[src/rtl/elm_mac_pe.sv]
// Processing element for the spiral NN array. It has a signed multiply-accumulate unit with a wide
// wrapping accumulator, a local DMEM and a CMEM micro-program. An FSM steps through the program,
// with a repeat count and stalls while operands are not valid. The horizontal and vertical
// operand streams are forwarded to neighbours one cycle later, whatever the FSM is doing.
module elm_mac_pe #(
    parameter int unsigned DataWidth = 8,
    parameter int unsigned AccWidth  = 20,
    parameter int unsigned AddrDMEM  = 4,
    parameter int unsigned AddrCMEM  = 4,
    parameter int unsigned RepWidth  = 4,
    parameter int unsigned ConfWidth = AddrDMEM + 4
) (
    input  logic                 clk,
    input  logic                 rst,
    input  logic                 start,
    input  logic [AddrCMEM:0]    prog_len,
    input  logic [RepWidth-1:0]  prog_rep,
    output logic                 busy,
    output logic                 done,
    input  logic                 cfg_we,
    input  logic [AddrCMEM-1:0]  cfg_addr,
    input  logic [ConfWidth-1:0] cfg_wdata,
    input  logic                 dm_we,
    input  logic [AddrDMEM-1:0]  dm_addr,
    input  logic [DataWidth-1:0] dm_wdata,
    input  logic [DataWidth-1:0] h_s_i,
    input  logic                 h_v_i,
    input  logic [DataWidth-1:0] v_s_i,
    input  logic                 v_v_i,
    output logic [DataWidth-1:0] h_s_o,
    output logic                 h_v_o,
    output logic [DataWidth-1:0] v_s_o,
    output logic                 v_v_o,
    output logic [DataWidth-1:0] res_o,
    output logic                 res_v,
    output logic                 sat_o
);

    localparam int unsigned PcW       = AddrCMEM + 1;
    localparam int unsigned DmemDepth = 2 ** AddrDMEM;
    localparam int unsigned CmemDepth = 2 ** AddrCMEM;
    localparam logic signed [AccWidth-1:0] SatMax = AccWidth'((2 ** (DataWidth - 1)) - 1);
    localparam logic signed [AccWidth-1:0] SatMin = ~SatMax;

    localparam logic [1:0] OpNop   = 2'b00;
    localparam logic [1:0] OpMac   = 2'b01;
    localparam logic [1:0] OpStore = 2'b10;
    localparam logic [1:0] OpOut   = 2'b11;

    typedef enum logic [1:0] {StIdle, StRun, StDone} state_e;

    state_e                     state_q, state_d;
    logic [PcW-1:0]             pc_q, pc_d;
    logic [PcW-1:0]             len_q, len_d;
    logic [RepWidth-1:0]        rep_q, rep_d;
    logic [RepWidth-1:0]        rep_max_q, rep_max_d;
    logic signed [AccWidth-1:0] acc_q, acc_d;
    logic [DataWidth-1:0]       res_q, res_d;
    logic                       res_v_q, res_v_d;
    logic                       sat_q, sat_d;
    logic [DataWidth-1:0]       h_s_q, v_s_q;
    logic                       h_v_q, v_v_q;

    logic [DataWidth-1:0] dmem_q [DmemDepth];
    logic [ConfWidth-1:0] cmem_q [CmemDepth];

    logic                  dm_wr_en;
    logic [AddrDMEM-1:0]   dm_wr_addr;
    logic [DataWidth-1:0]  dm_wr_data;

    // Instruction decode: {op, src, clr, addr}
    logic [ConfWidth-1:0]        instr;
    logic [1:0]                  ins_op;
    logic                        ins_src;
    logic                        ins_clr;
    logic [AddrDMEM-1:0]         ins_addr;
    logic signed [DataWidth-1:0] opnd_b;
    logic signed [2*DataWidth-1:0] prod;
    logic signed [AccWidth-1:0]  prod_ext;
    logic [DataWidth-1:0]        sat_val;
    logic                        sat_hit;
    logic                        stall;
    logic                        is_last;

    // Operand selection, product, saturation and stall detection
    always_comb begin
        instr    = cmem_q[pc_q[AddrCMEM-1:0]];
        ins_op   = instr[ConfWidth-1 -: 2];
        ins_src  = instr[AddrDMEM+1];
        ins_clr  = instr[AddrDMEM];
        ins_addr = instr[AddrDMEM-1:0];
        opnd_b   = ins_src ? $signed(dmem_q[ins_addr]) : $signed(v_s_i);
        prod     = $signed(h_s_i) * opnd_b;
        prod_ext = AccWidth'(prod);
        sat_hit  = 1'b0;
        if (acc_q > SatMax) begin
            sat_val = SatMax[DataWidth-1:0];
            sat_hit = 1'b1;
        end else if (acc_q < SatMin) begin
            sat_val = SatMin[DataWidth-1:0];
            sat_hit = 1'b1;
        end else begin
            sat_val = acc_q[DataWidth-1:0];
        end
        // Only a MAC waits for operands; a DMEM-sourced MAC ignores the vertical valid
        stall   = (ins_op == OpMac) && (!h_v_i || (!ins_src && !v_v_i));
        is_last = (pc_q == len_q - PcW'(1));
    end

    // FSM next-state, program sequencing and datapath updates
    always_comb begin
        state_d    = state_q;
        pc_d       = pc_q;
        len_d      = len_q;
        rep_d      = rep_q;
        rep_max_d  = rep_max_q;
        acc_d      = acc_q;
        res_d      = res_q;
        res_v_d    = 1'b0;
        sat_d      = sat_q;
        dm_wr_en   = 1'b0;
        dm_wr_addr = dm_addr;
        dm_wr_data = dm_wdata;
        unique case (state_q)
            StIdle: begin
                dm_wr_en = dm_we;
                if (start) begin
                    pc_d      = '0;
                    rep_d     = RepWidth'(1);
                    len_d     = prog_len;
                    rep_max_d = (prog_rep == '0) ? RepWidth'(1) : prog_rep;
                    sat_d     = 1'b0;
                    state_d   = (prog_len == '0) ? StDone : StRun;
                end
            end
            StRun: begin
                if (!stall) begin
                    unique case (ins_op)
                        OpNop: ;
                        OpMac: acc_d = ins_clr ? prod_ext : acc_q + prod_ext;
                        OpStore: begin
                            dm_wr_en   = 1'b1;
                            dm_wr_addr = ins_addr;
                            dm_wr_data = sat_val;
                            sat_d      = sat_q | sat_hit;
                        end
                        OpOut: begin
                            res_d   = sat_val;
                            res_v_d = 1'b1;
                            sat_d   = sat_q | sat_hit;
                        end
                        default: ;
                    endcase
                    if (is_last) begin
                        if (rep_q < rep_max_q) begin
                            pc_d  = '0;
                            rep_d = rep_q + RepWidth'(1);
                        end else begin
                            state_d = StDone;
                        end
                    end else begin
                        pc_d = pc_q + PcW'(1);
                    end
                end
            end
            StDone:  state_d = StIdle;
            default: state_d = StIdle;
        endcase
    end

    // Control, accumulator, result and forwarding registers
    always_ff @(posedge clk) begin
        if (rst) begin
            state_q   <= StIdle;
            pc_q      <= '0;
            len_q     <= '0;
            rep_q     <= '0;
            rep_max_q <= '0;
            acc_q     <= '0;
            res_q     <= '0;
            res_v_q   <= 1'b0;
            sat_q     <= 1'b0;
            h_s_q     <= '0;
            h_v_q     <= 1'b0;
            v_s_q     <= '0;
            v_v_q     <= 1'b0;
        end else begin
            state_q   <= state_d;
            pc_q      <= pc_d;
            len_q     <= len_d;
            rep_q     <= rep_d;
            rep_max_q <= rep_max_d;
            acc_q     <= acc_d;
            res_q     <= res_d;
            res_v_q   <= res_v_d;
            sat_q     <= sat_d;
            h_s_q     <= h_s_i;
            h_v_q     <= h_v_i;
            v_s_q     <= v_s_i;
            v_v_q     <= v_v_i;
        end
    end

    // Memories are not reset; writes from outside are taken only while idle
    always_ff @(posedge clk) begin
        if (dm_wr_en) begin
            dmem_q[dm_wr_addr] <= dm_wr_data;
        end
        if (cfg_we && state_q == StIdle) begin
            cmem_q[cfg_addr] <= cfg_wdata;
        end
    end

    assign busy  = (state_q == StRun);
    assign done  = (state_q == StDone);
    assign res_o = res_q;
    assign res_v = res_v_q;
    assign sat_o = sat_q;
    assign h_s_o = h_s_q;
    assign h_v_o = h_v_q;
    assign v_s_o = v_s_q;
    assign v_v_o = v_v_q;

endmodule
[config.mk]
export PLATFORM = sky130hd
export DESIGN_NAME = elm_mac_pe
export DESIGN_NICKNAME = d
export VERILOG_FILES = /design/src/rtl/elm_mac_pe.sv
export SDC_FILE = /design/constraint.sdc
export NUM_CORES = 1
export LEC_CHECK = 0
export BUFFER_PORTS_ARGS = -buffer_cell sky130_fd_sc_hd__buf_2
export CORE_ASPECT_RATIO = 0.9
export CORE_MARGIN = 2
export CORE_UTILIZATION = 33
export CTS_CLUSTER_SIZE = 40
export DETAILED_ROUTE_END_ITERATION = 8
export PLACE_DENSITY = 0.48
export REMOVE_ABC_BUFFERS = 1
export SLEW_MARGIN = 10
export SYNTH_ARGS = -nofsm -noshare
export SYNTH_HDL_FRONTEND = slang
export SYNTH_SLANG_ARGS = --single-unit
[constraint.sdc]
create_clock -name clk -period 16.4 [get_ports clk]
set_input_delay 3.28 -clock clk [delete_from_list [all_inputs] [get_ports clk]]
set_output_delay 3.28 -clock clk [all_outputs]
set_load 0.03 [all_outputs]
==> results of run 1 <==
cells by family after synthesis:
kind of cell / count (synthesis) / share of synthesized area (%)
adders and majority gates: 113 / 10.9
and+or+nand+nor: 331 / 9.89
buffers and inverters: 148 / 3.67
muxes: 153 / 12.7
AOI/OAI and AO/OA: 159 / 6.34
DFF: 328 / 54.3
xor gates and xnor gates: 41 / 2.13
metal layers:
| metal | track usage, % | wire length (um) | part of all wire (%) | vias up |
|---|---|---|---|---|
| met5 | 0 | 0 | 0 | - |
| met4 | 3.58 | 715 | 1.8 | 0 |
| met3 | 2.96 | 1940 | 4.8 | 55 |
| met2 | 25.0 | 18000 | 45 | 202 |
| met1 | 21.7 | 19500 | 49 | 5030 |
| li1 | - | - | - | 4834 |
flip-flops by register name, summed over array words and instances (netlist names), 2 cells and up, named ones only:
register   cells
res_o          8
state_q        2
cmem_q       128
pc_q           5
h_s_o          8
dmem_q       128
rep_q          4
acc_q         20
rep_max_q      4
v_s_o          8
len_q          5
how the worst min path moves through the flow:
stage | to | depth (start not counted)
CTS | res_o[2]$_SDFFE_PP0P_ | 2
finish | res_o[2]$_SDFFE_PP0P_ | 2
floorplan | rep_max_q[1]$_SDFFE_PP0P_ | 2
global placement | res_o[2]$_SDFFE_PP0P_ | 2
global route | rep_max_q[1]$_SDFFE_PP0P_ | 2
detailed placement | res_o[2]$_SDFFE_PP0P_ | 2
area by class of cell:
cell class	instances	area [sq um]
antenna	2	5.00
clock buffer	52	1030
clock inverter	16	188
fill	4867	31100
inverter	105	394
multi-input combinational	797	7080
sequential	328	9130
tap	680	851
timing repair buffer	108	598
layout by cell type, fill, tap and decap left out, types with 6 or more instances in the layout:
| master | synthesis | layout |
|---|---|---|
| fa_1 | 57 | 57 |
| buf_4 | 1 | 23 |
| nand4_1 | 7 | 7 |
| mux2i_1 | 98 | 98 |
| o21ai_0 | 33 | 32 |
| xnor2_1 | 24 | 24 |
| and2_1 | 7 | 7 |
| mux2i_2 | 6 | 6 |
| nor3_1 | 20 | 20 |
| nor2_1 | 84 | 84 |
| clkbuf_16 | 0 | 39 |
| nand2b_1 | 27 | 27 |
| dfxtp_1 | 72 | 71 |
| buf_2 | 16 | 85 |
| a211oi_1 | 11 | 11 |
| clkinv_2 | 0 | 6 |
| mux4_2 | 46 | 46 |
| or2_2 | 12 | 12 |
| nor2b_1 | 62 | 62 |
| a21o_1 | 10 | 10 |
| a21oi_1 | 42 | 42 |
| a311oi_1 | 10 | 10 |
| ha_1 | 56 | 56 |
| nand3_1 | 14 | 14 |
| and3_1 | 8 | 8 |
| o211ai_1 | 10 | 10 |
| inv_1 | 102 | 102 |
| clkbuf_1 | 20 | 12 |
| edfxtp_1 | 256 | 256 |
| nand2_1 | 77 | 77 |
| a31oi_1 | 6 | 6 |
| xor2_1 | 17 | 17 |
worst max-delay path: cells and delay by family, from the launching register on:
family / cells / cell delay (ns)
simple gates: 3 / 0.39
buf+inv: 5 / 1.16
compound gates: 8 / 2.10
flops: 1 / 0.31
xor+xnor: 2 / 0.32
fa+ha+maj: 6 / 2.57
mux: 5 / 2.76
stage by stage:
stage	util (%)	hold WS, ns	area (sq um)	std cells
2_1_floorplan	-	0.430	16600	1230
3_3_place_gp	35.8	0.442	18000	2018
3_5_place_dp	35.8	0.446	18000	2018
4_1_cts	38.3	0.454	19300	2086
5_1_grt	38.3	0.480	19300	2086
6_report	38.3	0.453	19300	2088
power by group:
group / total (mW) / switching (mW) / internal (mW)
clock network: 0.838 / 0.332 / 0.506
registers: 0.938 / 0.0125 / 0.925
logic: 2.64 / 1.54 / 1.09
==> results by group, run 1 <==
Setup path
  • Worst setup EP type: flop
  • CP arrival: 10.16 ns
  • Worst EP required: 16.83 ns
  • Worst reg2reg endpoint: acc_q[17]$_SDFFE_PP0P_
  • CP peak stage delay: 0.93 ns
  • Worst path slowest cell: mux4_2
  • Reg-to-reg slack, setup: 6.67 ns
  • Crit-path max FO: 36
  • Setup CP Type: reg -> reg
  • Setup crit start kind: flop
  • Most used cell, CP: fa_1
  • Worst reg2reg path depth: 29
  • Worst Setup EP: acc_q[17]$_SDFFE_PP0P_

Detailed routing
  • Drt initial violations: 638
  • Vias per cell: 4.85
  • Final wirelength: 40100 um
  • Routed WL per cell: 19.2 um
  • Vias: 10100
  • Pre-antenna DRT Iters: 5
  • Routed Antenna Nets: 0
  • DRC violations left: 0

Yosys
  • Area contributors post-synth: edfxtp_1 46%, dfxtp_1 8.6%, fa_1 6.8%, mux4_2 6.2%, mux2i_1 5.8%
  • Syn Inst Count: 1273
  • Post-synth EDFFs: 256
  • Yosys reg bits: 328
  • Synth cell count leaders: 256 x edfxtp_1, 102 x inv_1, 98 x mux2i_1, 84 x nor2_1, 77 x nand2_1
  • Post-synth top area share: 45.7%
  • Share of flip-flops with an asynchronous set or reset: 0%
  • Post-Syn Area: 16800 sq um
  • Count leader, synth: edfxtp_1
  • Library cells used by synthesis: 70
  • Avg Cell Area, Syn: 13.2 sq um
  • Top FF cell, synth: edfxtp_1
  • Dominant cell type by area after synthesis: edfxtp_1
  • Register area share after synthesis: 54.3%
  • Synthesis Warnings: 0

Clocking
  • H-tree depth: 2
  • CTS tree: built
  • Hold-fix buffers, CTS: 0
  • Total CTS buffers: 37
  • Clock Tree Buf Depth: 3
  • Clock sink count: 328
  • Worst skew pair latency: 0.54 ns
  • Cts repair resizes: 0
  • CTS root buffer: clkbuf_16
  • CTS clock-pin slew for the worst setup and hold paths: 0.06 ns
  • Post CTS Setup Buffer Count: 0

Floorplan
  • Die area: 52800 sq um
  • Die height: 218 um
  • Die Wd: 242 um
  • Core Box Area: 50400 sq um
  • # IOs: 86
  • # rows: 78
  • Initial core utilization: 33.4%

Timing
  • Slew margin rel.: 20.5%
  • Worst-Margin Slew: 1.19 ns
  • RSZ-0062 raised after global routing: no
  • Period utilisation layout: 59.3%
  • Final Setup Violations: 0
  • Clock skew: 0.0311 ns
  • Setup slack after layout: 6.67 ns
  • Sum Neg Setup Slack: 0 ns
  • Final hold violations: 0
  • Slew Viols, Final: 0
  • FMAX: 103 MHz
  • Min Tclk post-route: 9.73 ns

Global routing
  • Antenna violations before repair: 3
  • Largest net degree at the start of global routing: 66
  • Global-route wire length before repair: 62900 um
  • Vias in the first global route: 10600
  • Total grt overflow: 0
  • Total track usage: 15.5%

Layout
  • Final nets: 1546
  • Share of cells above drive strength 1: 16.9%
  • Area Growth Syn to Fin: 14.6%

Place
  • RePlAce Congestion: 0.769
  • DP HPWL: 27300 um
  • Pre-CTS WS: 6.72 ns
  • # port buffers: 85

Run status
  • Outcome: completed

Power
  • Pwr dens: 229 nW/um^2
  • Design Power: 4.41 mW
  • Leak: 7.35 nW
  • Worst VDD drop: 0.182 mV

Run
  • Max-cap violation count: 0

Worst hold path
  • HP Class: reg -> reg
  • Worst Hold Launch: res_o[2]$_SDFFE_PP0P_
Power figures use the tool's default switching activity.
==> run 2, diff against run 1 <==
--- a/config.mk
+++ b/config.mk
@@ -11,7 +11,7 @@
 export CORE_UTILIZATION = 33
 export CTS_CLUSTER_SIZE = 40
 export DETAILED_ROUTE_END_ITERATION = 8
-export PLACE_DENSITY = 0.48
+export PLACE_DENSITY = 0.5
 export REMOVE_ABC_BUFFERS = 1
 export SLEW_MARGIN = 10
 export SYNTH_ARGS = -nofsm -noshare
==> constraint.sdc (replaced) <==
create_clock -name clk -period 8.4 [get_ports clk]
set_input_delay 1.68 -clock clk [delete_from_list [all_inputs] [get_ports clk]]
set_output_delay 1.68 -clock clk [all_outputs]
set_load 0.03 [all_outputs]
==> results by group, run 2 (synthesized netlist as in run 1, its figures left out) <==
Run status
  • Outcome: completed

Global routing
  • Total grt overflow: 0
  • Antenna violations before repair: 6
  • Total track usage: 15.8%
  • Vias in the first global route: 10500
  • Global-route wire length before repair: 63900 um
  • Largest net degree at the start of global routing: 66

Clocking
  • CTS tree: built
  • Clock sink count: 328
  • Total CTS buffers: 37
  • Clock Tree Buf Depth: 3
  • CTS clock-pin slew for the worst setup and hold paths: 0.06 ns
  • H-tree depth: 2
  • CTS root buffer: clkbuf_16
  • Hold-fix buffers, CTS: 0
  • Worst skew pair latency: 0.55 ns

Setup path
  • Crit path buffers/inverters: 7
  • Setup crit start kind: flop
  • Worst EP required: 8.80 ns
  • CP arrival: 8.46 ns
  • Reg-to-reg slack, setup: 0.34 ns
  • Setup CP Type: reg -> reg
  • Most used cell, CP: fa_1
  • CP peak stage delay: 0.55 ns
  • Crit-path max FO: 8
  • Delay-heaviest family, CP: adder cells
  • Worst setup EP type: flop
  • Worst path slowest cell: fa_1

Timing
  • Final hold violations: 0
  • Clock skew: 0.0161 ns
  • Final Setup Violations: 0
  • Setup slack after layout: 0.337 ns
  • FMAX: 124 MHz
  • Slew Viols, Final: 0
  • Period utilisation layout: 96.0%
  • Worst-Margin Slew: 1.24 ns
  • Slew margin rel.: 17.3%
  • Min Tclk post-route: 8.06 ns

Layout
  • Final nets: 1607
  • Sequential Area: 9130 sq um
  • Share of cells above drive strength 1: 24.0%
  • Area Growth Syn to Fin: 20.5%
  • Area of the multi-input gates: 7440 sq um
  • FILL cells: 4771
  • Commonest non-fill, non-tap cell in the layout: edfxtp_1
  • Biggest regs: cmem_q (128), dmem_q (128), acc_q (20)
  • Most frequent cells in the layout: 256 x edfxtp_1, 98 x inv_1, 85 x buf_2, 84 x mux2i_1, 83 x nor2_1

Detailed routing
  • Vias: 10400
  • Vias per cell: 4.83
  • Pre-antenna DRT Iters: 4
  • DRC violations left: 0
  • Routed Antenna Nets: 0
  • Final wirelength: 41800 um
  • Routed WL per cell: 19.5 um
  • Drt initial violations: 583

Place
  • DP HPWL: 28200 um
  • # port buffers: 85
  • Pre-CTS WS: -0.0971 ns
  • RePlAce Congestion: 0.780

Floorplan
  • Core Box Area: 50400 sq um
  • Die area: 52800 sq um
  • Die height: 218 um
  • Die Wd: 242 um
  • Initial core utilization: 33.4%
  • # rows: 78
  • # IOs: 86

Worst hold path
  • HP Class: reg -> reg

Run
  • Max-cap violation count: 0
-- run 2: cell types whose count changed in the layout (fill, tap and decap cells not counted), moves of 5 or more --
cell / change
buf_4: +46
buf_6: +5
mux2i_4: +5
mux2i_1: -14
ha_4: +5
mux2i_2: +9
a21oi_1: -6
buf_12: +7
ha_1: -6
-- run 2: worst paths after layout --
kind | startpoint | end | cells after the start
max | flop | acc_q[18]$_SDFFE_PP0P_ | 32
min reg2reg | res_o[5]$_SDFFE_PP0P_ | res_o[5]$_SDFFE_PP0P_ | 2
max reg2reg | flop | acc_q[18]$_SDFFE_PP0P_ | 32
min | res_o[5]$_SDFFE_PP0P_ | res_o[5]$_SDFFE_PP0P_ | 2
-- run 2: final cells by class --
type                       count  area share (%)
antenna                        1          0.0123
inverter                     105            1.96
timing repair buffer         169            5.90
clock inverter                18            1.35
sequential                   328            45.1
tap                          680            4.20
clock buffer                  49            4.79
multi-input combinational    797            36.7
-- run 2: metal layers --
metal  GRT usage (%)  part of all wire, %  vias to the layer above
li1                -                    -                     4964
met1            22.7                   49                     5153
met2            24.9                   45                      208
met3            2.89                  4.7                       46
met4            3.74                  1.4                        6
met5               0                0.081                        -
-- run 2: timing repair --
action                                  in CTS  in global routing
endpoints found under the setup margin       6                  8
gates cloned                                 0                  1
pin swaps                                    0                 29
gates resized for setup                      6                 78
buffers inserted                             0                 20
-- run 2: tightest hold or removal path: cells and delay by family, from the launching register on --
kind | cells | cell delay [ns]
AOI/OAI and AO/OA | 1 | 0.05
DFF | 1 | 0.31
and+or+nand+nor | 1 | 0.05
-- run 2: stage by stage --
stage | TNS (ns) | cells | hold WS, ns | utilization (%) | instance area (sq um)
3_5_place_dp | -0.213 | 2058 | 0.445 | 36.5 | 18400
5_1_grt | -0.0678 | 2146 | 0.480 | 40.2 | 20300
2_1_floorplan | -11.25 | 1230 | 0.430 | - | 16600
6_report | 0 | 2147 | 0.452 | 40.2 | 20300
4_1_cts | 0 | 2125 | 0.453 | 39.0 | 19600
3_3_place_gp | 0 | 2058 | 0.442 | 36.5 | 18400
Power of run 2 is left out: the tool's default activity adds up to more than one toggle a clock period on the data nets, which glitch-free logic cannot reach.
